[src/rtl/lcd_cmd_issuer_pkg.sv]
// Shared types for the LCD command issuer: command codes and issuer FSM states.
package lcd_cmd_issuer_pkg;

  typedef enum logic [2:0] {
    CMD_WRITE    = 3'd0,
    CMD_UP       = 3'd1,
    CMD_DOWN     = 3'd2,
    CMD_LEFT     = 3'd3,
    CMD_RIGHT    = 3'd4,
    CMD_AVERAGE  = 3'd5,
    CMD_MIRROR_X = 3'd6,
    CMD_MIRROR_Y = 3'd7
  } cmd_e;

  typedef enum logic [2:0] {
    StIdle,
    StIssue,
    StGap,
    StDrain,
    StFinish
  } state_e;

endpackage

[src/rtl/lcd_cmd_issuer_cmd_fifo.sv]
// Command FIFO: power-of-two depth, pointers wrap naturally, drops push when full.
module cmd_fifo
  import lcd_cmd_issuer_pkg::*;
#(
  parameter int unsigned DEPTH = 8
) (
  input  logic                     clk,
  input  logic                     reset,
  input  logic                     push,
  input  logic                     pop,
  input  cmd_e                     wdata,
  output cmd_e                     rdata,
  output logic [$clog2(DEPTH):0]   count,
  output logic                     full,
  output logic                     empty
);

  localparam int unsigned AW = $clog2(DEPTH);
  localparam logic [AW:0] FullCnt = (AW + 1)'(DEPTH);

  cmd_e            mem [DEPTH];
  logic [AW-1:0]   wr_ptr_q, rd_ptr_q;
  logic [AW:0]     count_q;
  logic            do_push, do_pop;

  assign full    = (count_q == FullCnt);
  assign empty   = (count_q == '0);
  assign do_push = push && !full;
  assign do_pop  = pop && !empty;
  assign count   = count_q;
  assign rdata   = mem[rd_ptr_q];

  always_ff @(posedge clk or posedge reset) begin
    if (reset) begin
      wr_ptr_q <= '0;
      rd_ptr_q <= '0;
      count_q  <= '0;
    end else begin
      if (do_push) wr_ptr_q <= wr_ptr_q + 1'b1;
      if (do_pop)  rd_ptr_q <= rd_ptr_q + 1'b1;
      if (do_push && !do_pop)      count_q <= count_q + 1'b1;
      else if (!do_push && do_pop) count_q <= count_q - 1'b1;
    end
  end

  // Storage needs no reset; the issuer gates the head onto cmd only in StIssue.
  always_ff @(posedge clk) begin
    if (do_push) mem[wr_ptr_q] <= wdata;
  end

endmodule

[src/rtl/lcd_cmd_issuer.sv]
// Queues LCD commands and issues them one at a time to the image controller.
// Optional sticky drop/protocol error flag: define LCD_CMD_ISSUER_ERRCHK_EN.
module lcd_cmd_issuer
  import lcd_cmd_issuer_pkg::*;
#(
  parameter int unsigned DEPTH = 8
) (
  input  logic                    clk,
  input  logic                    reset,
  input  logic                    push,
  input  logic [2:0]              push_cmd,
  output logic                    full,
  output logic [$clog2(DEPTH):0]  count,
  input  logic                    busy,
  input  logic                    done,
  output logic [2:0]              cmd,
  output logic                    cmd_valid,
  output logic                    finished
`ifdef LCD_CMD_ISSUER_ERRCHK_EN
  ,
  output logic                    err
`endif
);

  state_e state_q, state_d;
  logic   wr_queued_q;
  logic   accept;
  logic   pop;
  logic   empty;
  cmd_e   head;

  // Once a write-out is queued the session is closed to new commands.
  assign accept = push && !full && !wr_queued_q;
  assign pop    = (state_q == StIssue);

  cmd_fifo #(
    .DEPTH(DEPTH)
  ) u_fifo (
    .clk  (clk),
    .reset(reset),
    .push (accept),
    .pop  (pop),
    .wdata(cmd_e'(push_cmd)),
    .rdata(head),
    .count(count),
    .full (full),
    .empty(empty)
  );

  always_ff @(posedge clk or posedge reset) begin
    if (reset) begin
      state_q     <= StIdle;
      wr_queued_q <= 1'b0;
    end else begin
      state_q <= state_d;
      if (accept && (cmd_e'(push_cmd) == CMD_WRITE)) wr_queued_q <= 1'b1;
    end
  end

  always_comb begin
    state_d   = state_q;
    cmd_valid = 1'b0;
    cmd       = 3'd0;
    finished  = 1'b0;
    unique case (state_q)
      StIdle: begin
        if (!empty && !busy) state_d = StIssue;
      end
      StIssue: begin
        cmd_valid = 1'b1;
        cmd       = head;
        state_d   = (head == CMD_WRITE) ? StDrain : StGap;
      end
      // GAP hands back to IDLE, applying IDLE's issue test on the same edge so
      // back-to-back commands keep a two-cycle cadence.
      StGap: begin
        state_d = (!empty && !busy) ? StIssue : StIdle;
      end
      StDrain: begin
        if (done) state_d = StFinish;
      end
      StFinish: begin
        finished = 1'b1;
      end
      default: state_d = StIdle;
    endcase
  end

`ifdef LCD_CMD_ISSUER_ERRCHK_EN
  logic err_q;

  always_ff @(posedge clk or posedge reset) begin
    if (reset) begin
      err_q <= 1'b0;
    end else if ((push && (full || wr_queued_q)) || (done && (state_q != StDrain))) begin
      err_q <= 1'b1;
    end
  end

  assign err = err_q;
`endif

endmodule
[config.mk]
export PLATFORM = sky130hd
export DESIGN_NAME = lcd_cmd_issuer
export DESIGN_NICKNAME = d
export VERILOG_FILES = /design/src/rtl/lcd_cmd_issuer_pkg.sv /design/src/rtl/lcd_cmd_issuer_cmd_fifo.sv /design/src/rtl/lcd_cmd_issuer.sv
export SDC_FILE = /design/constraint.sdc
export NUM_CORES = 1
export LEC_CHECK = 0
export ABC_AREA = 1
export BUFFER_PORTS_ARGS = -buffer_cell sky130_fd_sc_hd__clkbuf_2
export CAP_MARGIN = 25
export CORE_ASPECT_RATIO = 1.1
export CORE_UTILIZATION = 35
export DETAILED_ROUTE_END_ITERATION = 16
export PLACE_DENSITY = 0.51
export SYNTH_ARGS = -nofsm -noshare
export SYNTH_HDL_FRONTEND = slang
export SYNTH_SLANG_ARGS = --single-unit
export TNS_END_PERCENT = 20
[constraint.sdc]
create_clock -name clk -period 2.8 [get_ports clk]
set_clock_uncertainty 0.05 [all_clocks]
set_input_delay 0.14 -clock clk [delete_from_list [all_inputs] [get_ports clk]]
set_output_delay 0.14 -clock clk [all_outputs]
set_load 0.01 [all_outputs]
==> flow_summary.toml, run 1 <==
[outcome]
result_of_the_run = "finished clean"

[clock_tree]
clkLatencyLatePin_ps = 290
cts.htree.levels = 2
ctsRootBufferMaster = "clkbuf_8"
maximum_number_of_buffers_from_clock_root_to_sink = 2
cts_tree = "done"
numCtsBuffers = 5
cts_sinks = 38
clk_transition_reported_paths_ps = 70

[global_routing]
grt_max_degree = 15
grt_first_pass_wirelength_um = 6223
globalRoute.totalOverflow = 0
grt_antenna_before_repair = 0
groute.usage.overall_pct = 14.57
grt_pass1_vias = 1291

[floorplanning]
fp.dieW_um = 71.50
die_height_um = 78.44
num_rows = 27
initial_standard_cell_utilization_of_the_core_pct = 36.69
io_pins = 18
design.die.area_um2 = 5608
coreArea_um2 = 5067

[finish]
final_cell_area_um2 = 2118
antenna_cells_inserted = 0
flow.area_growth_from_synthesis_pct = 13.93
proportion_of_layout_cells_with_a_drive_suffix_above_1_pct = 16.67
num-nets-final = 241
instances_no_fill = 286

[yosys]
synth_area_um2 = 1859
synth_area_leader_cell = "edfxtp_1"
syn_nets = 217
synth_top_cell_area_share_pct = 38.76
netlist_top_cells_count = "63 x nand2_1, 30 x inv_1, 24 x edfxtp_1"
syn_inst = 203
post_synth_main_area_contributors = "edfxtp_1 39%, dfrtp_1 19%, nand2_1 13%"
avgSynthCellArea_um2 = 9.159
synth-edff-count = 24
ys_seq_elements = 38
yosys.cell_count.top_type = "nand2_1"
seq_total_area_yosys_pct = 57.60
ys_types = 22
postSynth.asyncResetShare_pct = 36.84
synth.yosys.warnings = 0
synth-main-ff-cell = "edfxtp_1"

[drt]
first_iter_violations = 70
drt-total-wl_um = 3501
via_count = 1310
ant_nets = 0
drt-wirelength-per-cell_um = 12.24
drt_drc_violations_left = 0
drtPass1Iterations = 4
drt-vias-per-instance = 4.580

[worst_setup_path]
arrival_ps = 2500
critical_path_required_ps = 2930
cp-start-kind = "flip-flop"
cp-end-kind = "flip-flop"
timing.critical_path.fanout_max = 5
path_class = "flip-flop to flip-flop"

[timing]
worst_hold_slack_ps = 52.26
post_layout_worst_setup_margin_ps = 423.5
worst_pin_slew_ps = 564.3
report.final.hold_viol_count = 0
finalCriticalPeriod_ps = 2377
max-slew-margin-rel_pct = 62.34
timing.final.setup_violations = 0
max_freq_mhz = 420.8
timing_max_transition_violations_final = 0
unrepaired_setup_endpoints_after_global_routing = "false"
fraction_of_the_cycle_the_final_worst_path_needs_pct = 84.88
totalNegativeSetupSlack_ps = 0

[placed_design]
placement.cell_area_um2 = 2002
placed_cells_incl_taps = 277
dp_slack_ps = 428.7
place_congestion = 0.8196
detailed_place_hpwl_um = 2575
buffer_ports.inserted = 17

[min_path]
hold_class = "primary input to flip-flop"

[run]
drv_cap = 0

[power_and_ir_drop]
power.density_cell_area_nw_per_um2 = 912.4
cellLeakagePower_nw = 1.036
vdd_drop_max_uv = 456.0
## cells by family after synthesis
kind of cell               share of synthesized area (%)
xor gates and xnor gates                           2.826
muxes                                             0.6056
and+or+nand+nor                                    21.47
adders and majority gates                          4.441
buffers and inverters                              9.556
AOI/OAI and AO/OA                                  3.500
DFF                                                57.60
## critical path, cell delays in order, from the launching register on
cell and delay, ps:
dfrtp_1 450, nor2_1 170, nand3_1 120, nand3_1 150, inv_2 80, ha_1 210
inv_1 120, ha_1 240, a21o_1 170, a21oi_1 170, nor2_1 60, nor2_1 80
nand2_1 70, xor2_1 140
## per-stage QoR
stage	power [mW]	util, %
final	1.933	41.80
after global routing	2.105	41.80
after CTS	1.956	41.80
after detailed placement	1.500	39.51
after global placement	1.498	39.51
after floorplan	1.306	-
## layout make-up
class	count	area, um^2
Clock buffer	7	76.32
Clock inverter	1	30.03
Fill cell	510	2949
Inverter	41	155.1
Multi-Input combinational cell	122	610.6
Sequential cell	38	1071
Tap cell	58	72.57
Timing Repair Buffer	19	102.6
## state kept, by name, summed over array words and instances (netlist names)
| name | flops |
|---|---|
| u_fifo.rd_ptr_q | 3 |
| u_fifo.mem | 24 |
| u_fifo.count | 4 |
| wr_queued_q | 1 |
| state_q | 3 |
| u_fifo.wr_ptr_q | 3 |
## worst paths after layout
path                                       from                 end  slack, ps  cells after the start
worst max-delay path            u_fifo.count[0]     u_fifo.count[3]        420                     13
worst min-delay path                       done          state_q[2]         50                      2
worst max register to register  u_fifo.count[0]     u_fifo.count[3]        420                     13
worst min register to register      wr_queued_q         wr_queued_q        410                      2
max in group asynchronous                 reset  u_fifo.wr_ptr_q[2]       1950                      3
min in group asynchronous                 reset  u_fifo.rd_ptr_q[2]        380                      3
## what timing repair did
item                                   CTS  global route
resized for setup                        0             0
buffers inserted                         0             0
endpoints found under the hold margin   14             0
hold buffers                             1             0
## metal layers
layer / vias up / track usage (%) / wire length [um]
met1: 608 / 19.03 / 1698
met5: - / 0 / 0
met2: 18 / 23.14 / 1658
met4: 0 / 6.471 / 50
li1: 678 / - / -
met3: 6 / 3.209 / 94
## power by group
group          switching [mW]  internal, mW
clock network           0.187         0.267
logic                   0.413         0.281
registers               0.113         0.671
## cells in the final DEF, fill, tap and decap left out, types with 5 or more instances in the layout
cell and instances:
nand2_1 63, inv_1 30, edfxtp_1 24, clkbuf_2 17
nor2_1 16, nand3_1 16, dfrtp_1 14, inv_2 10
a21oi_1 6, ha_1 5, clkbuf_8 5
Note: power is estimated with default switching activity, not from simulation.
==> inputs of run 2 (changes only) <==
Settings changed: PLACE_DENSITY 0.51 to 0.53.
Clock period 2.8 ns to 2 ns, I/O delays scaled along.
==> run 2 against run 1 <==
Net effect:
- power rose by 54%
- utilization grew 3.8 points
- fmax increased by 22%
- register-to-register slack got worse by 370 ps
- combinational power increased by 83%
- sequential share of layout area decreased by 4.1 points
- via count up 1.1%
- critical endpoint unchanged
- highest routed layer unchanged
- die area stayed put
- largest cell class unchanged
==> flow_summary.toml, run 2 (synthesis gave the netlist of run 1 again) <==
[power_and_ir_drop]
cellLeakagePower_nw = 1.113
power.density_cell_area_nw_per_um2 = 1284
pwr-share-seq_pct = 35.4
combPwrFrac_pct = 43.0
power_frac_clock_pct = 21.7
total_switching_power_mw = 1.082
vdd_drop_max_uv = 789.3
intPower_mw = 1.885
switching_part_of_the_total_power_pct = 36.47

[global_routing]
groute.usage.overall_pct = 13.96
grt_first_pass_wirelength_um = 5954
grt.busiest_layer = "met2"
grt_pass1_vias = 1303
grt_max_degree = 15
grtUsageMet1_pct = 17.04
globalRoute.totalOverflow = 0
met3_routing_resource_usage_after_global_routing_pct = 3.209
grt_antenna_before_repair = 0
met2_usage_pct = 23.90

[min_path]
holdCritStartpoint = "done"
hold_class = "primary input to flip-flop"

[floorplanning]
coreArea_um2 = 5067
fp.dieW_um = 71.50
initial_standard_cell_utilization_of_the_core_pct = 36.69
io_pins = 18
design.die.area_um2 = 5608
num_rows = 27
die_height_um = 78.44

[finish]
filler_cell_count = 516
instances_no_fill = 302
flow.area_growth_from_synthesis_pct = 24.29
largest_register_ffs = 24
antenna_cells_inserted = 0
largest_register = "u_fifo.mem"
proportion_of_layout_cells_with_a_drive_suffix_above_1_pct = 27.46
most-common-layout-cells = "62 x nand2_1, 29 x inv_1, 24 x edfxtp_1"
utilization_after_layout_pct = 45.60
multiInputGateArea_um2 = 670.6
num-nets-final = 257
layout.cells.most_common = "nand2_1"
seq_area_um2 = 1074

[drt]
via_count = 1324
drt-wirelength-per-cell_um = 11.22
drt_drc_violations_left = 0
drt-total-wl_um = 3388
ant_nets = 0
first_iter_violations = 43
drt-vias-per-instance = 4.384
drtPass1Iterations = 4

[placed_design]
place_congestion = 0.7475
buffer_ports.inserted = 17
detailed_place_hpwl_um = 2578
dp_slack_ps = -1.618
placed_cells_incl_taps = 291

[clock_tree]
cts_sinks = 38
cts.htree.levels = 2
ctsRootBufferMaster = "clkbuf_8"
clk_transition_reported_paths_ps = 70
clkLatencyLatePin_ps = 290
cts_tree = "done"
numCtsBuffers = 5
maximum_number_of_buffers_from_clock_root_to_sink = 2

[run]
drv_cap = 0

[worst_setup_path]
critical_path.startpoint = "u_fifo.count[0]"
timing.critical_path.fanout_max = 3
critical_path_required_ps = 2130
rr_startpoint = "u_fifo.count[0]"
worst-r2r-setup-slack_ps = 50
cp-start-kind = "flip-flop"
arrival_ps = 2080
path_class = "flip-flop to flip-flop"
cp-end-kind = "flip-flop"

[timing]
finalCriticalPeriod_ps = 1950
report.final.hold_viol_count = 0
fraction_of_the_cycle_the_final_worst_path_needs_pct = 97.49
max_freq_mhz = 512.8
worst_pin_slew_ps = 533.6
post_layout_worst_setup_margin_ps = 50.10
max-slew-margin-rel_pct = 64.39
timing_max_transition_violations_final = 0
timing.final.setup_violations = 0
unrepaired_setup_endpoints_after_global_routing = "true"

[outcome]
result_of_the_run = "finished clean"
[run 2: layer usage]
layer | vias to the layer above | share of wire, %
li1 | 714 | -
met1 | 581 | 45
met2 | 23 | 50
met3 | 6 | 3.3
met4 | 0 | 1.5
met5 | - | 0
[run 2: worst max-delay path: stages (launching register included)]
cell     delay [ps]
dfrtp_2         430
nor2_4          130
nand3_2          90
nand3_2          80
inv_2            50
ha_4            160
inv_4            60
ha_4            180
a21o_1          150
a21oi_2         130
nor2_1           50
nor2_1           80
nand2_1          60
xor2_1          130
[run 2: per-stage QoR]
step	power, mW	TNS [ps]	hold WS, ps	area [um^2]
2_1_floorplan	1.898	-60.67	-60.92	1907
3_3_place_gp	2.301	0	105.0	2155
3_5_place_dp	2.300	-1.618	106.9	2155
4_1_cts	2.955	0	8.977	2281
5_1_grt	3.221	-85.69	13.76	2311
6_report	2.968	0	17.79	2311
[run 2: path summary, 6_finish.rpt]
| kind | to | cells after the start |
|---|---|---|
| worst max-delay path | u_fifo.count[3] | 13 |
| worst min register to register | wr_queued_q | 2 |
| min in group asynchronous | u_fifo.rd_ptr_q[0] | 3 |
| max in group asynchronous | u_fifo.count[1] | 3 |
| worst max register to register | u_fifo.count[3] | 13 |
| worst min-delay path | state_q[2] | 2 |
[run 2: layout make-up]
| class | instances | share of cell area [%] |
|---|---|---|
| sequential | 38 | 46.45 |
| clock buffer | 5 | 2.978 |
| inverter | 41 | 6.822 |
| multi-input combinational | 122 | 29.02 |
| clock inverter | 3 | 1.949 |
| tap | 58 | 3.140 |
| timing repair buffer | 35 | 9.637 |
[run 2: timing repair]
item	in CTS	in global routing
hold buffers	1	0
endpoints found under the hold margin	14	0
gates resized for setup	1	3
pin swaps	1	7
setup buffers	0	2
setup endpoints to repair	1	3
[run 2: power groups by stage]
stage               clock network [mW]  registers [mW]  logic [mW]
floorplan                            0            1.10       0.799
detailed placement                   0            1.05        1.25
CTS                              0.661            1.04        1.26
global placement                     0            1.05        1.25
global route                     0.696            1.06        1.46
finish                           0.643            1.05        1.27
==> inputs of run 3 (changes only) <==
Settings changed: CORE_UTILIZATION 35 to 50, GPL_ROUTABILITY_DRIVEN set to 1, PLACE_DENSITY 0.53 to 0.71.
==> run 3 against run 2 <==
Net effect:
- first-iteration DRC count down 16%
- die area down 29%
- utilization up 19 points
- sequential share of layout area up 1.8 points
- global-route usage up 5.8 points
- non-clock buffer count down 1
- critical path type unchanged
- largest cell class unchanged
- largest power group unchanged
==> flow_summary.toml, run 3 (synthesis gave the netlist of run 1 again) <==
[global_routing]
globalRoute.totalOverflow = 0
grt_antenna_before_repair = 0
groute.usage.overall_pct = 19.73
grt_pass1_vias = 1322
grt_max_degree = 15
grt_first_pass_wirelength_um = 5568

[clock_tree]
numCtsBuffers = 5
cts.htree.levels = 2
clkLatencyLatePin_ps = 330
clk_transition_reported_paths_ps = 110
cts_tree = "done"
cts_sinks = 38
ctsRootBufferMaster = "clkbuf_4"
maximum_number_of_buffers_from_clock_root_to_sink = 2

[drt]
ant_nets = 0
drtPass1Iterations = 4
drt-total-wl_um = 3176
drt_drc_violations_left = 0
drt-wirelength-per-cell_um = 10.91
first_iter_violations = 36
drt-vias-per-instance = 4.670
via_count = 1359

[worst_setup_path]
cp-start-kind = "flip-flop"
arrival_ps = 2160
cp-end-kind = "flip-flop"
timing.critical_path.fanout_max = 3
critical_path_required_ps = 2180
path_class = "flip-flop to flip-flop"

[finish]
layout.cells.most_common = "nand2_1"
largest_register_ffs = 24
most-common-layout-cells = "62 x nand2_1, 29 x inv_1, 24 x edfxtp_1"
flow.area_growth_from_synthesis_pct = 19.65
proportion_of_layout_cells_with_a_drive_suffix_above_1_pct = 25.51
largest_register = "u_fifo.mem"
num-nets-final = 256
multiInputGateArea_um2 = 665.6
antenna_cells_inserted = 0
seq_area_um2 = 1074
filler_cell_count = 294

[power_and_ir_drop]
vdd_drop_max_uv = 578.2
finalPower_mw = 2.639
cellLeakagePower_nw = 1.087
power.density_cell_area_nw_per_um2 = 1186

[min_path]
hold_class = "primary input to flip-flop"

[floorplanning]
fp.dieW_um = 60.14
io_pins = 18
design.die.area_um2 = 3967
die_height_um = 65.96
num_rows = 22
coreArea_um2 = 3441
initial_standard_cell_utilization_of_the_core_pct = 54.04

[timing]
worst_pin_slew_ps = 534.7
max-slew-margin-rel_pct = 64.32
fraction_of_the_cycle_the_final_worst_path_needs_pct = 99.44
timing_max_transition_violations_final = 0
max_freq_mhz = 502.8
unrepaired_setup_endpoints_after_global_routing = "true"
worst_hold_slack_ps = 37.43
totalNegativeSetupSlack_ps = 0
finalCriticalPeriod_ps = 1989
timing.final.setup_violations = 0
report.final.hold_viol_count = 0

[placed_design]
buffer_ports.inserted = 17
place_congestion = 0.7524
detailed_place_hpwl_um = 2389

[outcome]
result_of_the_run = "finished clean"

[run]
drv_cap = 0
[run 3: cell count changes in the layout (fill, tap and decap cells not counted), moves of 2 or more]
cell / delta
clkinvlp_4: -2
buf_4: -2
clkbuf_4: +5
clkbuf_8: -5
[run 3: final cells by class]
cell class	count	area share [%]
Multi-Input combinational cell	122	29.92
Clock inverter	2	0.3937
Tap cell	48	2.700
Sequential cell	38	48.26
Clock buffer	6	1.856
Inverter	41	7.087
Timing Repair Buffer	34	9.786
[run 3: metrics by stage]
stage | instances | utilization (%) | setup slack [ps] | area [um^2]
6_report | 291 | 64.65 | 11.28 | 2225
5_1_grt | 291 | 64.65 | -84.70 | 2225
4_1_cts | 290 | 64.44 | 0.9996 | 2217
3_5_place_dp | 280 | 62.04 | -63.49 | 2135
3_3_place_gp | 280 | 62.04 | 5.716 | 2135
2_1_floorplan | 203 | - | -60.67 | 1907
[run 3: repair_timing]
action	in CTS	in global routing
setup endpoints to repair	1	1
pin swaps	1	6
hold endpoints to repair	17	0
hold buffers	2	0
buffers inserted	0	1
resized for setup	3	0
gates cloned	0	0
[run 3: layer usage]
| metal | track usage [%] | share of wire, % | routed length (um) |
|---|---|---|---|
| met2 | 31.87 | 47 | 1487 |
| met1 | 23.73 | 48 | 1514 |
| met4 | 9.302 | 2.5 | 80 |
| met3 | 5.871 | 3.0 | 94 |
| met5 | 0 | 0 | 0 |
[run 3: worst paths after layout]
| kind | from | end | slack [ps] | cells past startpoint |
|---|---|---|---|---|
| setup / recovery | state_q[2] | u_fifo.count[3] | 10 | 11 |
| hold / removal | push_cmd[1] | u_fifo.mem[4][1] | 40 | 1 |
| setup reg to reg | state_q[2] | u_fifo.count[3] | 10 | 11 |
| hold reg to reg | wr_queued_q | wr_queued_q | 420 | 2 |
| max in group asynchronous | reset | u_fifo.count[1] | 1240 | 3 |
| min in group asynchronous | reset | state_q[2] | 280 | 3 |
[run 3: worst max-delay path, stage by stage, from the launching register on]
cell and delay, ps:
dfrtp_1 430, nor3_4 230, nand2_2 100, ha_4 180, inv_4 60, ha_4 180
a21o_1 160, a21oi_2 150, nor2_1 50, nor2_1 80, nand2_1 70, xor2_1 140
[run 3: report_power, final]
part           internal (mW)  switching [mW]
logic                  0.530           0.679
registers              0.943           0.122
clock network          0.132           0.233
